--- config.mk ---
export PLATFORM = sky130hd
export DESIGN_NAME = rx_gearbox_lock_flat
export DESIGN_NICKNAME = d
export VERILOG_FILES = /design/src/rtl/pcs_pkg.sv /design/src/rtl/rx_gearbox_lock_if.sv /design/src/rtl/rx_lock_fsm.sv /design/src/rtl/rx_gearbox_lock.sv /design/src/flat_wrapper.sv
export SDC_FILE = /design/constraint.sdc
export NUM_CORES = 1
export LEC_CHECK = 0
export CAP_MARGIN = 20
export CORE_AREA = 10 10 141 208
export DETAILED_ROUTE_END_ITERATION = 10
export DIE_AREA = 0 0 151 218
export PLACE_DENSITY_LB_ADDON = 0.15
export SYNTH_ARGS = -nofsm -noshare
export SYNTH_HDL_FRONTEND = slang
export SYNTH_SLANG_ARGS = --single-unit
export TNS_END_PERCENT = 1
--- constraint.sdc ---
create_clock -name clk -period 10.6 [get_ports clk]
set_input_delay 3.18 -clock clk [delete_from_list [all_inputs] [get_ports clk]]
set_output_delay 3.18 -clock clk [all_outputs]
set_load 0.01 [all_outputs]
--- src/rtl/pcs_pkg.sv ---
// rtl/pcs_pkg.sv - shared PCS constants, header codes and lock FSM state type
// Contents:
//   BLOCK_W            66-bit block width (2-bit sync header + 64-bit payload)
//   HDR_DATA/HDR_CTRL  the two legal sync-header codes
//   lock_state_t       block-lock FSM states {HUNT, LOCKED}
//   hdr_valid()        true for a legal sync header
package pcs_pkg;

  localparam int BLOCK_W = 66;

  localparam logic [1:0] HDR_DATA = 2'b01;
  localparam logic [1:0] HDR_CTRL = 2'b10;

  typedef enum logic {HUNT = 1'b0, LOCKED = 1'b1} lock_state_t;

  function automatic logic hdr_valid(input logic [1:0] hdr);
    return (hdr == HDR_DATA) || (hdr == HDR_CTRL);
  endfunction

endpackage

--- src/rtl/rx_gearbox_lock_if.sv ---
// rtl/rx_gearbox_lock_if.sv - PMA receive bus and block output bundle
// Signals:
//   in_enable, in_pma_ready  lane enable / SerDes ready (low = synchronous clear)
//   in_valid, in_data        PMA receive word, bit 0 received first
//   out_valid, out_block     66-bit block, [1:0] header, one-cycle pulse
//   out_block_lock           block lock status
//   out_slip_cnt             saturating slip counter for debug
// Modports: master drives the in_* side, slave is the gearbox.
interface rx_gearbox_lock_if
  import pcs_pkg::*;
#(
  parameter int PMA_WIDTH = 32
) ();

  logic                 in_enable;
  logic                 in_pma_ready;
  logic                 in_valid;
  logic [PMA_WIDTH-1:0] in_data;
  logic                 out_valid;
  logic [BLOCK_W-1:0]   out_block;
  logic                 out_block_lock;
  logic [7:0]           out_slip_cnt;

  modport master (
    output in_enable, in_pma_ready, in_valid, in_data,
    input  out_valid, out_block, out_block_lock, out_slip_cnt
  );

  modport slave (
    input  in_enable, in_pma_ready, in_valid, in_data,
    output out_valid, out_block, out_block_lock, out_slip_cnt
  );

endinterface

--- src/rtl/rx_lock_fsm.sv ---
// rtl/rx_lock_fsm.sv - sync-header evaluation and block-lock state machine
// Ports:
//   clk, reset   receive clock, async active-high reset
//   clear        synchronous return to HUNT (lane disabled or PMA not ready)
//   blk_valid    a block was extracted this cycle
//   hdr          its 2-bit sync header
//   fwd          state before this cycle's update is LOCKED
//   slip_req     the current block requests a one-bit slip
//   lock         block lock status (registered state)
//   slip_cnt     saturating count of slips, held across clear
module rx_lock_fsm
  import pcs_pkg::*;
#(
  parameter int LOCK_CNT = 64,
  parameter int BAD_MAX  = 16
) (
  input  logic       clk,
  input  logic       reset,
  input  logic       clear,
  input  logic       blk_valid,
  input  logic [1:0] hdr,
  output logic       fwd,
  output logic       slip_req,
  output logic       lock,
  output logic [7:0] slip_cnt
);

  localparam int CW = $clog2(LOCK_CNT + 1);

  lock_state_t   state_q, state_d;
  logic [CW-1:0] good_q, good_d;
  logic [CW-1:0] win_q, win_d;
  logic [CW-1:0] bad_q, bad_d;
  logic [7:0]    slip_cnt_q;
  logic          hv;

  always_comb begin
    state_d  = state_q;
    good_d   = good_q;
    win_d    = win_q;
    bad_d    = bad_q;
    slip_req = 1'b0;
    hv       = hdr_valid(hdr);
    if (blk_valid) begin
      case (state_q)
        HUNT: begin
          if (!hv) begin
            slip_req = 1'b1;
            good_d   = '0;
          end else if (good_q == CW'(LOCK_CNT - 1)) begin
            state_d = LOCKED;
            good_d  = '0;
            win_d   = '0;
            bad_d   = '0;
          end else begin
            good_d = good_q + 1'b1;
          end
        end
        LOCKED: begin
          // Comparing against the limit minus one tests the post-increment value.
          if (!hv && bad_q == CW'(BAD_MAX - 1)) begin
            slip_req = 1'b1;
            state_d  = HUNT;
            good_d   = '0;
            win_d    = '0;
            bad_d    = '0;
          end else if (win_q == CW'(LOCK_CNT - 1)) begin
            win_d = '0;
            bad_d = '0;
          end else begin
            win_d = win_q + 1'b1;
            bad_d = bad_q + CW'(!hv);
          end
        end
        default: state_d = HUNT;
      endcase
    end
  end

  always_ff @(posedge clk or posedge reset) begin
    if (reset) begin
      state_q    <= HUNT;
      good_q     <= '0;
      win_q      <= '0;
      bad_q      <= '0;
      slip_cnt_q <= '0;
    end else if (clear) begin
      state_q <= HUNT;
      good_q  <= '0;
      win_q   <= '0;
      bad_q   <= '0;
    end else begin
      state_q <= state_d;
      good_q  <= good_d;
      win_q   <= win_d;
      bad_q   <= bad_d;
      if (slip_req && slip_cnt_q != 8'hFF) slip_cnt_q <= slip_cnt_q + 8'd1;
    end
  end

  assign fwd      = (state_q == LOCKED);
  assign lock     = (state_q == LOCKED);
  assign slip_cnt = slip_cnt_q;

endmodule

--- src/rtl/rx_gearbox_lock.sv ---
// rtl/rx_gearbox_lock.sv - PMA-width to 66-bit receive gearbox with block lock
// Ports:
//   clk, reset  PMA receive clock, async active-high reset
//   rx          rx_gearbox_lock_if.slave: PMA word in, 66-bit block/lock/slip out
// The bit buffer and extraction live here; header checking and lock live in
// rx_lock_fsm.
module rx_gearbox_lock
  import pcs_pkg::*;
#(
  parameter int PMA_WIDTH = 32,
  parameter int LOCK_CNT  = 64,
  parameter int BAD_MAX   = 16
) (
  input  logic                clk,
  input  logic                reset,
  rx_gearbox_lock_if.slave    rx
);

  localparam int BUF_W = 2 * BLOCK_W;
  localparam int MRG_W = BUF_W + PMA_WIDTH;

  logic [BUF_W-1:0]   buf_q, buf_d;
  logic [7:0]         cnt_q, cnt_d;
  logic               slip_pend_q;
  logic [MRG_W-1:0]   merged;
  logic [8:0]         avail, need;
  logic               run, extract;
  logic [BLOCK_W-1:0] blk;
  logic               fwd, slip_req, lock;
  logic [7:0]         slip_cnt;
  logic               out_valid_q;
  logic [BLOCK_W-1:0] out_block_q;

  assign run = rx.in_enable & rx.in_pma_ready;

  // Bits above cnt_q in buf_q are always zero, so a new word can be OR-ed in.
  always_comb begin
    merged = {{PMA_WIDTH{1'b0}}, buf_q};
    avail  = {1'b0, cnt_q};
    if (rx.in_valid) begin
      merged = merged | ({{BUF_W{1'b0}}, rx.in_data} << cnt_q);
      avail  = avail + 9'(PMA_WIDTH);
    end
    need    = 9'(BLOCK_W) + {8'd0, slip_pend_q};
    extract = run && (avail >= need);
    // A pending slip skips the oldest bit of this block.
    blk     = slip_pend_q ? merged[BLOCK_W:1] : merged[BLOCK_W-1:0];
    buf_d   = extract ? BUF_W'(merged >> need) : merged[BUF_W-1:0];
    cnt_d   = extract ? 8'(avail - need) : 8'(avail);
  end

  rx_lock_fsm #(
    .LOCK_CNT (LOCK_CNT),
    .BAD_MAX  (BAD_MAX)
  ) u_fsm (
    .clk       (clk),
    .reset     (reset),
    .clear     (!run),
    .blk_valid (extract),
    .hdr       (blk[1:0]),
    .fwd       (fwd),
    .slip_req  (slip_req),
    .lock      (lock),
    .slip_cnt  (slip_cnt)
  );

  always_ff @(posedge clk or posedge reset) begin
    if (reset) begin
      buf_q       <= '0;
      cnt_q       <= '0;
      slip_pend_q <= 1'b0;
      out_valid_q <= 1'b0;
      out_block_q <= '0;
    end else if (!run) begin
      buf_q       <= '0;
      cnt_q       <= '0;
      slip_pend_q <= 1'b0;
      out_valid_q <= 1'b0;
    end else begin
      buf_q       <= buf_d;
      cnt_q       <= cnt_d;
      out_valid_q <= extract & fwd;
      if (extract) slip_pend_q <= slip_req;
      if (extract & fwd) out_block_q <= blk;
    end
  end

  assign rx.out_valid      = out_valid_q;
  assign rx.out_block      = out_block_q;
  assign rx.out_block_lock = lock;
  assign rx.out_slip_cnt   = slip_cnt;

endmodule

--- src/flat_wrapper.sv ---
// flat-port wrapper written by rule: the top's interface ports become plain ports
module rx_gearbox_lock_flat import pcs_pkg::*;
#(
  parameter int PMA_WIDTH = 32,
  parameter int LOCK_CNT  = 64,
  parameter int BAD_MAX   = 16
)
  (clk, reset, rx_in_enable, rx_in_pma_ready, rx_in_valid, rx_in_data, rx_out_valid, rx_out_block, rx_out_block_lock, rx_out_slip_cnt);
  rx_gearbox_lock_if #(.PMA_WIDTH(PMA_WIDTH)) rx_i ();
  input  logic clk;
  input  logic reset;
  input wire logic [$bits(rx_i.in_enable)-1:0] rx_in_enable;
  input wire logic [$bits(rx_i.in_pma_ready)-1:0] rx_in_pma_ready;
  input wire logic [$bits(rx_i.in_valid)-1:0] rx_in_valid;
  input wire logic [$bits(rx_i.in_data)-1:0] rx_in_data;
  output wire logic [$bits(rx_i.out_valid)-1:0] rx_out_valid;
  output wire logic [$bits(rx_i.out_block)-1:0] rx_out_block;
  output wire logic [$bits(rx_i.out_block_lock)-1:0] rx_out_block_lock;
  output wire logic [$bits(rx_i.out_slip_cnt)-1:0] rx_out_slip_cnt;
  assign rx_i.in_enable = rx_in_enable;
  assign rx_i.in_pma_ready = rx_in_pma_ready;
  assign rx_i.in_valid = rx_in_valid;
  assign rx_i.in_data = rx_in_data;
  assign rx_out_valid = rx_i.out_valid;
  assign rx_out_block = rx_i.out_block;
  assign rx_out_block_lock = rx_i.out_block_lock;
  assign rx_out_slip_cnt = rx_i.out_slip_cnt;
  rx_gearbox_lock #(.PMA_WIDTH(PMA_WIDTH), .LOCK_CNT(LOCK_CNT), .BAD_MAX(BAD_MAX)) u_core (.clk(clk), .reset(reset), .rx(rx_i));
endmodule
==> flow_metrics.env <==
export IMPL_outcome="complete, no violations"
export IMPL_async_flop_share_pct=100
export IMPL_die_area_um2=32900
export IMPL_grt_ovfl_total=0
export IMPL_grt_setup_unrepaired="false"
export IMPL_worstSetupPathType="input pin to register"
export IMPL_cts_tree="done"
export IMPL_drv_max_cap_violation_count=0
export IMPL_grt_pass1_wl_mm=97.0
export IMPL_timing_critical_path_to_type="register"
export IMPL_sw_frac_of_total_pct=31.5
export IMPL_largest_net_degree_at_the_start_of_global_routing=108
export IMPL_endpoint_arrival_time_on_the_critical_path_ns=7.48
export IMPL_placementRows=72
export IMPL_synth_xor_area_share_pct=1.10
export IMPL_crit_fanout=49
export IMPL_placed_cells_incl_taps=1917
export IMPL_layout_drive_gt1_share_pct=13.1
export IMPL_nNetsFinal=1658
export IMPL_area_overhead_of_the_layout_relative_to_synthesis_pct=14.3
export IMPL_timing_max_slew_rel_slack_pct=3.84
export IMPL_multiplexer_fraction_of_the_synthesized_cell_area_pct=11.7
export IMPL_synth_edf_count=0
export IMPL_finalNonFillerCells=1965
export IMPL_synthDistinctLibCells=88
export IMPL_switching_power_uw=726
export IMPL_route_detailed_wl_per_inst_um=33.1
export IMPL_crit_reg2reg_launch="u_core.cnt_q[0]$_DFFE_PP0P_"
export IMPL_cts_htree_levels=1
export IMPL_power_ir_vdd_worst_uv=133
export IMPL_fmax_mhz=142
export IMPL_p_seq_share_pct=40.6
export IMPL_timing_hold_violations_final=0
export IMPL_dr_pass1_iters=7
export IMPL_worst_setup_path_startpoint="rx_in_valid"
export IMPL_clkSinkCount=238
export IMPL_post_synthesis_share_of_cell_area_spent_on_full_adders_half_adders_and_majority_gates_pct=0.748
export IMPL_yosys_warnings=0
export IMPL_ant_nets=0
export IMPL_main_combinational_cell_family_by_area_after_synthesis="compound AO/OA/AOI/OAI gates"
export IMPL_synth_seq_cells=238
export IMPL_grt_antenna_before_repair=1
export IMPL_power_internal_uw=1580
export IMPL_r2r_end="u_core.u_fsm.win_q[4]$_DFFE_PP0P_"
export IMPL_syn_mean_instance_area_um2=9.55
export IMPL_synthesis_nets=1623
export IMPL_worst_setup_path_start_kind="input pin"
export IMPL_cellPowerDensity_nw_per_um2=134
export IMPL_holdCritStartpoint="u_core.rx.out_block[7]$_DFFE_PP0P_"
export IMPL_yosysTopAreaCellShare_pct=39.5
export IMPL_yosys_top_cells_area="dfrtp_1, mux4_2, o221ai_1, nand2_1, nor2_1"
export IMPL_yosysTopAreaCell="dfrtp_1"
export IMPL_cts_repair_resize_count=0
export IMPL_clock_power_share_pct=40.3
export IMPL_detail_route_wirelength_mm=65.1
export IMPL_critPathRequiredTime_ns=11.02
export IMPL_nFillCells=2057
export IMPL_grt_usage_pct=39.2
export IMPL_clock_root_buffer="clkbuf_16"
export IMPL_floorplan_initialDensity_pct=58.9
export IMPL_cts_setup_buffers=0
export IMPL_post_synth_instance_area_um2=15100
export IMPL_clk_insertion_delay_late_ns=0.56
export IMPL_endpoint="u_core.u_fsm.win_q[4]$_DFFE_PP0P_"
export IMPL_synth_commonest_cells="dfrtp_1, nand2_1, nor2_1"
export IMPL_drc_errors=0
export IMPL_dp_hpwl_mm=44.1
export IMPL_synthesis_instances=1577
export IMPL_yosysSeqAreaShare_pct=39.5
export IMPL_die_width_um=151
export IMPL_floorplan_die_height_um=218
export IMPL_post_synth_and_or_nand_nor_area_fraction_pct=14.9
export IMPL_clk_pin_slew_ns=0.06
export IMPL_maxSlewViolCount=0
export IMPL_finalWorstPathRequiredPeriod_ns=7.06
export IMPL_setup_viol_count_final=0
export IMPL_synth_most_common_cell="dfrtp_1"
export IMPL_via_per_inst=7.74
export IMPL_share_comb_of_total_power_pct=19.1
export IMPL_fin_tns_setup_ns=0
export IMPL_grt_pass1_vias=14900
export IMPL_count_of_buffers_inserted_at_the_top_level_ports=112
export IMPL_pin_count=113
export IMPL_leakage_power_total_uw=0.00692
export IMPL_post_cts_hold_buffer_count=0
export IMPL_reg2reg_depth=11
export IMPL_cts_made_buffers=25
export IMPL_gp_congestion=1.13
export IMPL_postSynth_topFlopCell="dfrtp_1"
export IMPL_regToRegSetupSlack_ns=5.75
export IMPL_via_count=15200
export IMPL_fraction_of_the_mapped_netlist_area_in_compound_gates_pct=27.5
export IMPL_core_region_area_um2=25600
export IMPL_finalCritPeriodShare_pct=66.6
export IMPL_cts_max_path_buffers=3
export IMPL_max_slew_worst_pin_slew_ns=1.44
export IMPL_worstHoldPathType="register to register"
export IMPL_iter_0_drt_violations=2572
export IMPL_fin_skew_ns=0.0289
## worst min path at each step
stage                                               to  cells past startpoint
floorplan           u_core.u_fsm.good_q[6]$_DFFE_PP0P_                      1
global placement    u_core.rx.out_block[6]$_DFFE_PP0P_                      1
detailed placement  u_core.rx.out_block[7]$_DFFE_PP0P_                      1
CTS                 u_core.rx.out_block[7]$_DFFE_PP0P_                      1
global route        u_core.rx.out_block[7]$_DFFE_PP0P_                      1
finish              u_core.rx.out_block[7]$_DFFE_PP0P_                      1
## layout by cell type (no fill, tap or decap), types with 10 or more instances in the layout
cell             instances
o21ai_1                 19
clkdlybuf4s50_1        112
a22oi_1                 16
nand2b_1                16
o221ai_1                89
mux2i_1                 20
o211ai_1                19
o31ai_1                 10
a211oi_1                31
buf_4                   37
a221oi_2                10
dfrtp_1                236
and3_1                  16
nor4_1                  11
nand3_1                 37
nand2_1                152
a21oi_1                 75
a22o_1                  20
nor3_1                  24
inv_1                   21
a21o_1                  16
o21ai_0                 73
nor2_1                 143
o22ai_1                 20
xor2_1                  12
clkbuf_16               25
mux4_2                  46
mux2_2                  39
and2_1                  21
a221oi_1                34
a221o_1                 27
a32oi_1                 10
## power by group through the flow
stage	registers, uW	logic [uW]	clock network, uW
5_1_grt	937	451	965
4_1_cts	936	414	925
3_3_place_gp	952	408	0
6_report	936	440	929
3_5_place_dp	953	411	0
2_1_floorplan	950	251	0
## worst max-delay path, stage by stage
cell and delay [ns]:
clkdlybuf4s50_1 0.89, xor2_1 0.23, a2111oi_0 0.66, o22ai_2 0.14, buf_4 0.29, nand2_2 0.67, clkinv_1 0.69, and3_1 0.38
a221o_1 0.30
## routing by layer
metal | vias up | GRT usage [%] | share of wire [%]
li1 | 6200 | - | -
met2 | 1313 | 57.6 | 44
met5 | - | 0 | 0
met1 | 7325 | 47.7 | 34
met4 | 0 | 28.6 | 9.3
met3 | 370 | 11.8 | 13
## area by class of cell
type / instances / area (um2) / area share (%)
clock buffer: 35 / 733 / 4.26
timing repair buffer: 151 / 1410 / 8.20
sequential: 238 / 5960 / 34.6
tap: 333 / 417 / 2.42
multi-input combinational: 1168 / 8470 / 49.2
clock inverter: 10 / 110 / 0.640
antenna: 2 / 5.00 / 0.0291
inverter: 28 / 113 / 0.654
## flip-flops by register name (all words and copies together), names as in the netlist
signal                 cells
u_core.u_fsm.slip_cnt      8
u_core.u_fsm.good_q        7
u_core.u_fsm.fwd           1
u_core.buf_q             132
u_core.rx.out_valid        1
u_core.slip_pend_q         1
u_core.u_fsm.win_q         7
u_core.u_fsm.bad_q         7
u_core.rx.out_block       66
u_core.cnt_q               8
## metrics by stage
| step | hold WS (ns) | power (uW) | utilization [%] | worst slack (ns) | area (um2) |
|---|---|---|---|---|---|
| floorplan | 0.459 | 1200 | - | 0.889 | 15100 |
| global placement | 0.464 | 1360 | 63.9 | 3.30 | 16400 |
| detailed placement | 0.466 | 1360 | 63.9 | 3.06 | 16400 |
| CTS | 0.480 | 2270 | 67.2 | 3.65 | 17200 |
| global route | 0.490 | 2350 | 67.3 | 3.28 | 17200 |
| finish | 0.474 | 2310 | 67.3 | 3.54 | 17200 |
## cells by family after synthesis
group	Yosys count
muxes	112
AOI/OAI and AO/OA	551
adders and majority gates	9
DFF	238
and+or+nand+nor	477
xor gates and xnor gates	19
buffers and inverters	171
Power figures use the tool's default switching activity.
